===== src/rtl/md5_step_sched.sv =====
// MD5 compression-step scheduler: sequences load, NUM_STEPS round steps, state update and digest handshake.
// Optional macro MD5_STEP_STALL_EN adds the StepStall input that freezes the step sequence.
module md5_step_sched #(
  parameter int NUM_STEPS  = 64,
  parameter int STEP_CNT_W = 6
) (
  input  logic                  Clk,
  input  logic                  Rst_N,
  input  logic                  BlkValid,
  input  logic                  FirstBlk,
  output logic                  BlkReady,
  output logic                  Busy,
  output logic                  WorkLoadEn,
  output logic                  IvSel,
  output logic                  StepEn,
  output logic [STEP_CNT_W-1:0] StepIdx,
  output logic [1:0]            RoundSel,
  output logic [3:0]            MsgIdx,
  output logic [4:0]            ShiftAmt,
  output logic                  StateLoadEn,
  output logic                  DigestValid,
`ifdef MD5_STEP_STALL_EN
  input  logic                  StepStall,
`endif
  input  logic                  DigestReady
);

  typedef enum logic [2:0] {
    S_IDLE  = 3'd0,
    S_INIT  = 3'd1,
    S_STEP  = 3'd2,
    S_FINAL = 3'd3,
    S_DONE  = 3'd4
  } state_t;

  state_t                  r_state;
  state_t                  w_next;
  logic [STEP_CNT_W-1:0]   r_step_idx;
  logic                    r_first_blk;
  logic                    w_stall;
  logic                    w_last;
  logic [5:0]              w_idx6;
  logic [3:0]              w_i4;

`ifdef MD5_STEP_STALL_EN
  assign w_stall = StepStall;
`else
  assign w_stall = 1'b0;
`endif

  assign w_last = (r_step_idx == STEP_CNT_W'(NUM_STEPS - 1));

  always_ff @(posedge Clk or negedge Rst_N) begin
    if (!Rst_N) r_state <= S_IDLE;
    else        r_state <= w_next;
  end

  always_comb begin
    w_next = r_state;
    case (r_state)
      S_IDLE:  if (BlkValid)              w_next = S_INIT;
      S_INIT:                             w_next = S_STEP;
      S_STEP:  if (!w_stall && w_last)    w_next = S_FINAL;
      S_FINAL:                            w_next = S_DONE;
      S_DONE:  if (DigestReady)           w_next = S_IDLE;
      default:                            w_next = S_IDLE;
    endcase
  end

  always_comb begin
    BlkReady    = (r_state == S_IDLE);
    Busy        = (r_state != S_IDLE);
    WorkLoadEn  = (r_state == S_INIT);
    IvSel       = (r_state == S_INIT) && r_first_blk;
    StepEn      = (r_state == S_STEP) && !w_stall;
    StateLoadEn = (r_state == S_FINAL);
    DigestValid = (r_state == S_DONE);
  end

  // The counter saturates on the last step so it never wraps within a block.
  always_ff @(posedge Clk or negedge Rst_N) begin
    if (!Rst_N) begin
      r_step_idx <= '0;
    end else if (r_state == S_INIT) begin
      r_step_idx <= '0;
    end else if (r_state == S_STEP && !w_stall && !w_last) begin
      r_step_idx <= r_step_idx + STEP_CNT_W'(1);
    end
  end

  always_ff @(posedge Clk or negedge Rst_N) begin
    if (!Rst_N) begin
      r_first_blk <= 1'b0;
    end else if (r_state == S_IDLE && BlkValid) begin
      r_first_blk <= FirstBlk;
    end
  end

  assign StepIdx  = r_step_idx;
  assign w_idx6   = 6'(r_step_idx);
  assign w_i4     = w_idx6[3:0];
  assign RoundSel = w_idx6[5:4];

  always_comb begin
    MsgIdx   = w_i4;
    ShiftAmt = 5'd0;
    case (RoundSel)
      2'd0: begin
        MsgIdx = w_i4;
        case (w_idx6[1:0])
          2'd0: ShiftAmt = 5'd7;
          2'd1: ShiftAmt = 5'd12;
          2'd2: ShiftAmt = 5'd17;
          default: ShiftAmt = 5'd22;
        endcase
      end
      2'd1: begin
        MsgIdx = (w_i4 * 4'd5) + 4'd1;
        case (w_idx6[1:0])
          2'd0: ShiftAmt = 5'd5;
          2'd1: ShiftAmt = 5'd9;
          2'd2: ShiftAmt = 5'd14;
          default: ShiftAmt = 5'd20;
        endcase
      end
      2'd2: begin
        MsgIdx = (w_i4 * 4'd3) + 4'd5;
        case (w_idx6[1:0])
          2'd0: ShiftAmt = 5'd4;
          2'd1: ShiftAmt = 5'd11;
          2'd2: ShiftAmt = 5'd16;
          default: ShiftAmt = 5'd23;
        endcase
      end
      default: begin
        MsgIdx = w_i4 * 4'd7;
        case (w_idx6[1:0])
          2'd0: ShiftAmt = 5'd6;
          2'd1: ShiftAmt = 5'd10;
          2'd2: ShiftAmt = 5'd15;
          default: ShiftAmt = 5'd21;
        endcase
      end
    endcase
  end

endmodule


===== config.mk =====
export PLATFORM = sky130hd
export DESIGN_NAME = md5_step_sched
export DESIGN_NICKNAME = d
export VERILOG_FILES = /design/src/rtl/md5_step_sched.sv
export SDC_FILE = /design/constraint.sdc
export NUM_CORES = 1
export LEC_CHECK = 0
export CORE_ASPECT_RATIO = 0.8
export CORE_UTILIZATION = 51
export DETAILED_ROUTE_END_ITERATION = 8
export HOLD_SLACK_MARGIN = 0.12
export PLACE_DENSITY = 0.92
export SLEW_MARGIN = 10
export SYNTH_ARGS = -nofsm -noshare
export SYNTH_HDL_FRONTEND = slang
export SYNTH_SLANG_ARGS = --single-unit

===== constraint.sdc =====
create_clock -name Clk -period 6 [get_ports Clk]
set_input_delay 0.9 -clock Clk [delete_from_list [all_inputs] [get_ports Clk]]
set_output_delay 0.9 -clock Clk [all_outputs]
set_load 0.005 [all_outputs]

# == Word level (Yosys, flattened, before mapping) ==
# Index checks and enable logic that the tools add are counted.
# totals
register_bits,10
output_inout_bits,24
input_bits,5
memories,0
latch_bits,0
elab_cells,43
ramBits,0
mem_bits_ro,0
# classes
n_mux,12
n_div,0
n_lt_le_gt_ge,0
n_bitwise,0
addsub,3
n_mul,3
eq_ne,12
n_reduce_logical,10
shift,0
# op_table
cell,n
case mux 5 bit (3 select lines),5
case mux 3 bit (5 select lines),1
two-way mux 6 bit,2
case mux 4 bit (3 select lines),1
two-way mux 3 bit,3
multiplier 4 x 3 -> 4 bit (second input constant),2
adder 6 x 1 -> 6 bit (second input constant),1
equality test 3 x 2 -> 1 bit (second input constant),2
equality test 6 bit (second input constant),1
adder 4 x 1 -> 4 bit (second input constant),1
adder 4 x 3 -> 4 bit (second input constant),1
equality test 2 x 1 -> 1 bit (second input constant),2
equality test 2 bit (second input constant),2
zero test 2 bit,2
multiplier 4 x 2 -> 4 bit (second input constant),1
!= test 2 x 1 -> 1 bit (second input constant),2
equality test 3 x 1 -> 1 bit (second input constant),1
equality test 3 bit (second input constant),1
logical AND 1 bit,3
zero test 3 bit,1
AND reduction 3 bit,1
nonzero test 3 bit,1
!= test 2 bit (second input constant),1
nonzero test 2 bit,1
zero test 1 bit,1

# == Depth between registers and ports, before layout ==
# Gate-level depths: netlist of the first run.
# depth
depth_word,5
mapped_depth,7
ltp_nobuf,7

# == Worst setup path after synthesis of the first run ==
# OpenSTA, ideal clock, no wires.
# synth_timing
path_kind,reg-to-output
start,"register r_step_idx[0], in the netlist StepIdx[0]"
end,output port MsgIdx[3]
path_buffers,0
required_time_ps,5100
stages_incl_launch_ff,7
arrival_ps,2195
slack_ps,2905
cell_sequence,dfrtp_1 inv_1 fa_1 and2b_1 xnor3_1 and3_1 a211oi_1
# synth_via
elab_chain_len,3
elab_cells_between_ends,6
classes_between,2 x add/sub; 3 x mul; 1 x mux
# synth_rtl
item,line_no,rtl
start: declaration,38,logic [STEP_CNT_W-1:0] r_step_idx;
start signal: assignment,87,r_step_idx <= r_step_idx + STEP_CNT_W'(1);
multiplier 4 x 2 -> 4 bit or multiplier 4 x 3 -> 4 bit (tied branches),"127, 118",
adder 4 x 3 -> 4 bit or adder 4 x 1 -> 4 bit (tied branches),"127, 118",
case mux 4 bit (3 select lines) (*),107,case (RoundSel)
end: declaration,18,"output logic [3:0] MsgIdx,"
# Mark *: on every way between the ends. The rest lies on a longest branch, timed or not.

# == Worst setup path after layout of the first run ==
# Same ends and word-level chain as after synthesis.

==> results of run 1 <==
-- synthesized netlist by cell type, drive strengths merged --
library cell,instances
mux4,1
clkbuf,3
nor3,6
nand4,3
or2,1
nand3b,2
xor2,2
dfrtp,10
buf,4
mux2i,1
and2,1
mux2,2
xnor3,1
o21ai,6
a211oi,2
ha,13
xnor2,9
nor3b,4
a22oi,1
a21o,3
inv,10
nor2b,1
fa,1
o31a,1
and3,1
or3,1
nand2,5
and2b,1
a21oi,9
nor2,8
nand3,4
-- per-stage QoR --
stage	hold WS, ns	util [%]	area (um^2)
finish	0.5061	71.10	1345
global route	0.5239	71.10	1345
CTS	0.5063	71.10	1345
detailed placement	0.4984	69.18	1309
global placement	0.4790	69.18	1309
floorplan	0.4704	-	1036
-- kinds of logic after synthesis --
kind of cell | share of synthesized area (%)
simple gates | 21.74
compound gates | 12.44
buf+inv | 7.246
fa+ha+maj | 17.63
xor+xnor | 11.47
flops | 24.15
mux | 5.314
-- layout make-up --
type / count / area [um^2] / share of cell area, %
multi-input cells: 90 / 710.7 / 52.84
repair buffers: 28 / 280.3 / 20.84
flip-flops and latches: 10 / 250.2 / 18.60
inverters: 10 / 37.54 / 2.791
clock buffers: 4 / 36.28 / 2.698
well taps: 24 / 30.03 / 2.233
-- state kept, by name, summed over array words and instances, names as in the netlist --
name	flops
StepIdx	6
r_first_blk	1
r_state	3
-- power by group --
group          total (mW)  internal, mW  switching [mW]
registers           0.132        0.0879          0.0442
logic               0.412         0.234           0.179
clock network      0.0641        0.0370          0.0271
-- how the worst min path moves through the flow --
stage,start,end,cells after the start
after floorplan,r_first_blk$_DFFE_PN0P_,r_first_blk$_DFFE_PN0P_,1
after global placement,r_first_blk$_DFFE_PN0P_,r_first_blk$_DFFE_PN0P_,1
after detailed placement,r_first_blk$_DFFE_PN0P_,r_first_blk$_DFFE_PN0P_,1
after CTS,r_first_blk$_DFFE_PN0P_,r_first_blk$_DFFE_PN0P_,1
after global routing,r_first_blk$_DFFE_PN0P_,r_first_blk$_DFFE_PN0P_,1
final,r_first_blk$_DFFE_PN0P_,r_first_blk$_DFFE_PN0P_,1
-- per-layer routing --
layer | wire length (um) | part of all wire (%) | track usage [%]
met1 | 1119 | 44 | 34.94
met2 | 1263 | 49 | 39.49
met3 | 126 | 4.9 | 7.246
met4 | 47 | 1.8 | 10.53
met5 | 0 | 0 | 0
-- cells in the final DEF (no fill, tap or decap), types with 2 or more instances in the layout --
master / netlist / layout
inv_1: 10 / 10
xor2_1: 2 / 2
nand3b_1: 2 / 2
a21oi_1: 9 / 9
o21ai_0: 6 / 6
xnor2_1: 9 / 9
nand2_1: 4 / 4
nor3_1: 6 / 6
clkdlybuf4s50_1: 0 / 28
mux2_2: 2 / 2
nand3_1: 4 / 4
clkbuf_4: 0 / 3
nor2_1: 8 / 8
nor3b_1: 2 / 2
ha_1: 13 / 13
dfrtp_1: 10 / 10
a211oi_1: 2 / 2
nand4_1: 3 / 3
a21o_1: 3 / 3
==> results.sh, run 1 <==
export IMPL_track_usage_pct=26.13
export IMPL_n_antenna_cell=0
export IMPL_initial_core_util_pct=54.76
export IMPL_slowest_stage="fa_1"
export IMPL_drive_gt1_share_pct=7.746
export IMPL_yosys_warnings=0
export IMPL_cts_resized_gates=0
export IMPL_gp_congestion=0.8303
export IMPL_cts_sinks=10
export IMPL_routed_wl_um=2557
export IMPL_required_ns=5.10
export IMPL_fin_tns_setup_ns=0
export IMPL_layout_min_cycle_time_ns=4.241
export IMPL_dr_pass1_iters=4
export IMPL_p_total_uw=608.6
export IMPL_syn_area_per_cell_um2=8.855
export IMPL_cts_setup_buffers=0
export IMPL_synth_cell_types=35
export IMPL_hold_buffers=0
export IMPL_synth_nets=136
export IMPL_slew_headroom_pct=51.90
export IMPL_powerDensity_nw_per_um2=452.5
export IMPL_synthTopCellsByArea="dfrtp_1, ha_1, xnor2_1"
export IMPL_hp_class="register to register"
export IMPL_outcome="finished clean"
export IMPL_numPortBuffers=28
export IMPL_critPathKind="register to primary output"
export IMPL_rsz0062_at_grt="no"
export IMPL_yosysSeqAreaShare_pct=24.15
export IMPL_maxCapViolCount=0
export IMPL_die_width_um=52.39
export IMPL_gr_total_overflow=0
export IMPL_ant_nets=0
export IMPL_wl_per_cell_um=15.40
export IMPL_fmax_mhz=235.8
export IMPL_die_height_um=42.31
export IMPL_drtIter0Drc=37
export IMPL_reg2reg_from="StepIdx[0]$_DFFE_PN0P_"
export IMPL_grt_max_degree=25
export IMPL_post_place_ws_ns=2.116
export IMPL_ys_seq_elements=10
export IMPL_fin_crit_sh_pct=70.69
export IMPL_syn_inst=117
export IMPL_clockBufferDepth=2
export IMPL_routed_via_density=5.699
export IMPL_crit_start="StepIdx[0]$_DFFE_PN0P_"
export IMPL_setup_viol_count_final=0
export IMPL_antenna_found_initial=0
export IMPL_slowest_delay_ns=0.63
export IMPL_numCtsBuffers=3
export IMPL_core_region_area_um2=1892
export IMPL_synth_top_area_share_pct=24.15
export IMPL_vias=946
export IMPL_path_max_fanout=11
export IMPL_power_leakage_nw=0.5817
export IMPL_crit_end="MsgIdx[3]"
export IMPL_timing_rr_end="StepIdx[3]$_DFFE_PN0P_"
export IMPL_dp_cells=162
export IMPL_rr_worst_depth=5
export IMPL_area_growth_syn_to_layout_pct=29.83
export IMPL_start_kind="register"
export IMPL_cts_tree="yes"
export IMPL_htree_levels=1
export IMPL_critPathArrivalTime_ns=3.34
export IMPL_path_depth=7
export IMPL_dp_final_hpwl_um=1897
export IMPL_cp_end_kind="primary output"
export IMPL_hold_viol=0
export IMPL_skew_ns=0.0005624
export IMPL_slew_violations=0
export IMPL_path_buf_inv=2
export IMPL_cp_top_family="buffers and inverters"
export IMPL_finalWorstSetupSlack_ns=1.759
export IMPL_rows=14
export IMPL_reg2reg_slack_ns=4.02
export IMPL_synth_top_area_cell="dfrtp_1"
export IMPL_clk_insertion_delay_late_ns=0.28
export IMPL_drc=0
export IMPL_synth_area_um2=1036
export IMPL_clockRootBuffer="clkbuf_4"
export IMPL_dieArea_um2=2217
export IMPL_grt_pass1_vias=952
export IMPL_boundaryPins=29
export IMPL_grt_pass1_wl_um=4229
export IMPL_fillers=140
export IMPL_stdcell_count=166
export IMPL_ir_drop_v=0.0002710
export IMPL_crit_chain="inv_1, fa_1, and2b_1, xnor3_1, and3_1, a211oi_1, clkdlybuf4s50_1"
export IMPL_clk_pin_slew_ns=0.07
export IMPL_tightestPinTransition_ns=0.7215
export IMPL_nets=162
Note: power is estimated with default switching activity, not from simulation.
==> run 2: changes to the inputs <==
--- a/config.mk
+++ b/config.mk
@@ -6,10 +6,10 @@
 export NUM_CORES = 1
 export LEC_CHECK = 0
 export CORE_ASPECT_RATIO = 0.8
-export CORE_UTILIZATION = 51
+export CORE_UTILIZATION = 43
 export DETAILED_ROUTE_END_ITERATION = 8
 export HOLD_SLACK_MARGIN = 0.12
-export PLACE_DENSITY = 0.92
+export PLACE_DENSITY = 0.84
 export SLEW_MARGIN = 10
 export SYNTH_ARGS = -nofsm -noshare
 export SYNTH_HDL_FRONTEND = slang
==> constraint.sdc (replaced) <==
create_clock -name Clk -period 3.5 [get_ports Clk]
set_input_delay 0.525 -clock Clk [delete_from_list [all_inputs] [get_ports Clk]]
set_output_delay 0.525 -clock Clk [all_outputs]
set_load 0.005 [all_outputs]
==> run 2 against run 1 <==
  * The run now ends with DRC left
  * Clock skew grew 0.0021 ns
  * Clock power grew 73%
  * Power grew 73%
  * Worst setup slack lost 1.6 ns
  * Via count shrank 0.32%
  * Critical endpoint unchanged
==> results.sh, run 2 (same netlist as run 1, synthesis figures left out) <==
export IMPL_routed_wl_um=2440
export IMPL_slew_headroom_pct=52.04
export IMPL_tightestPinTransition_ns=0.7194
export IMPL_wl_per_cell_um=14.44
export IMPL_area_growth_syn_to_layout_pct=31.52
export IMPL_grt_max_degree=25
export IMPL_die_width_um=56.88
export IMPL_grt_pass1_wl_um=4050
export IMPL_gp_congestion=0.8705
export IMPL_drc=4
export IMPL_clockRootBuffer="clkbuf_4"
export IMPL_cts_setup_buffers=0
export IMPL_rsz0062_at_grt="no"
export IMPL_p_sw_uw=423.3
export IMPL_final_cell_mix="clkdlybuf4s50_1, ha_1"
export IMPL_critPathKind="register to primary output"
export IMPL_slew_violations=0
export IMPL_sw_frac_of_total_pct=40.19
export IMPL_path_max_fanout=6
export IMPL_grt_pass1_vias=896
export IMPL_skew_ns=0.002678
export IMPL_drive_gt1_share_pct=10.42
export IMPL_hp_class="register to register"
export IMPL_outcome="finished, violations left"
export IMPL_layout_min_cycle_time_ns=3.307
export IMPL_ant_nets=0
export IMPL_largest_reg_flops=6
export IMPL_htree_levels=1
export IMPL_ir_drop_v=0.0002779
export IMPL_powerDensity_nw_per_um2=773.0
export IMPL_path_buf_inv=2
export IMPL_core_region_area_um2=2215
export IMPL_final_common_cell="clkdlybuf4s50_1"
export IMPL_clockBufferDepth=2
export IMPL_nets=164
export IMPL_cp_end_kind="primary output"
export IMPL_hold_ws_ns=0.5212
export IMPL_hold_viol=0
export IMPL_vias=943
export IMPL_cp_top_family="buffers and inverters"
export IMPL_slowest_delay_ns=0.54
export IMPL_intPower_uw=630.0
export IMPL_dr_pass1_iters=6
export IMPL_n_antenna_cell=0
export IMPL_antenna_found_initial=0
export IMPL_boundaryPins=29
export IMPL_fin_tns_setup_ns=0
export IMPL_numCtsBuffers=3
export IMPL_p_comb_share_pct=70.9
export IMPL_cts_sinks=10
export IMPL_maxCapViolCount=0
export IMPL_violations="DRC"
export IMPL_initial_core_util_pct=46.78
export IMPL_track_usage_pct=20.37
export IMPL_rows=15
export IMPL_required_ns=2.97
export IMPL_slowest_stage="fa_1"
export IMPL_setup_viol_count_final=0
export IMPL_cts_tree="yes"
export IMPL_start_kind="register"
export IMPL_gr_total_overflow=0
export IMPL_clk_pin_slew_ns=0.07
export IMPL_power_leakage_nw=0.5895
export IMPL_dp_final_hpwl_um=1835
export IMPL_die_height_um=45.90
export IMPL_dieArea_um2=2611
export IMPL_routed_via_density=5.580
export IMPL_seqPwrFrac_pct=18.6
export IMPL_crit_chain="inv_1, fa_1, and2b_1, xnor3_1, and3_1, a211oi_1, clkdlybuf4s50_1"
export IMPL_clkPwrFrac_pct=10.5
export IMPL_critPathArrivalTime_ns=2.78
export IMPL_fin_crit_sh_pct=94.48
export IMPL_numPortBuffers=28
export IMPL_drtIter0Drc=47
export IMPL_hold_buffers=0
export IMPL_fmax_mhz=302.4
export IMPL_clk_insertion_delay_late_ns=0.28
run 2: cell types whose count changed in the layout (fill, tap and decap cells not counted):
cell,previous run,this run
dfrtp_2,0,1
dfrtp_1,10,9
inv_2,0,1
buf_4,0,2
inv_1,10,9
run 2: path summary, 6_finish.rpt:
check	startpoint	depth (start not counted)	end	slack (ns)
setup reg to reg	StepIdx[0]$_DFFE_PN0P_	6	StepIdx[3]$_DFFE_PN0P_	1.57
hold reg to reg	r_first_blk$_DFFE_PN0P_	1	r_first_blk$_DFFE_PN0P_	0.52
setup / recovery	StepIdx[2]$_DFFE_PN0P_	7	MsgIdx[3]	0.19
max in group asynchronous	Rst_N	1	StepIdx[2]$_DFFE_PN0P_	2.60
min in group asynchronous	Rst_N	1	StepIdx[0]$_DFFE_PN0P_	0.56
hold / removal	r_first_blk$_DFFE_PN0P_	1	r_first_blk$_DFFE_PN0P_	0.52
run 2: final cells by class:
type | count | area [um^2]
inverter | 10 | 37.54
clock buffer | 4 | 36.28
multi-input combinational | 90 | 710.7
sequential | 10 | 251.5
fill | 187 | 852.1
tap | 25 | 31.28
timing repair buffer | 30 | 295.3
run 2: routing by layer:
| layer | vias to the layer above | GRT usage (%) | wire length, um |
|---|---|---|---|
| li1 | 454 | - | - |
| met1 | 461 | 27.53 | 1110 |
| met2 | 26 | 32.71 | 1210 |
| met3 | 2 | 5.398 | 107 |
| met4 | 0 | 5.366 | 12 |
| met5 | - | 0 | 0 |
run 2: power by group through the flow:
stage	Combinational, mW	Sequential (mW)	Clock [mW]
finish	0.747	0.196	0.111
CTS	0.745	0.193	0.112
global placement	0.715	0.191	0
floorplan	0.425	0.206	0
global route	0.820	0.201	0.119
detailed placement	0.740	0.197	0
run 2: timing repair:
action                     4_1_cts  5_1_grt
hold endpoints to repair         0        0
setup endpoints to repair        0        1
resized for setup                0        2
run 2: worst reg2reg max path: stages (launching register included):
cell     delay [ns]
dfrtp_1        0.36
buf_4          0.19
ha_1           0.41
nand4_1        0.34
nand4_1        0.24
xor2_1         0.20
nor2_1         0.06
run 2: metrics by stage:
stage               util [%]  power [mW]  instance area [um^2]  worst slack, ns  instances
global placement       59.83      0.9056                  1325           0.5151        165
finish                 61.53       1.053                  1363           0.1931        169
CTS                    61.47       1.050                  1361           0.1207        169
detailed placement     59.83      0.9371                  1325           0.4236        165
floorplan                  -      0.6306                  1036           0.7803        117
global route           61.53       1.141                  1363          0.02805        169
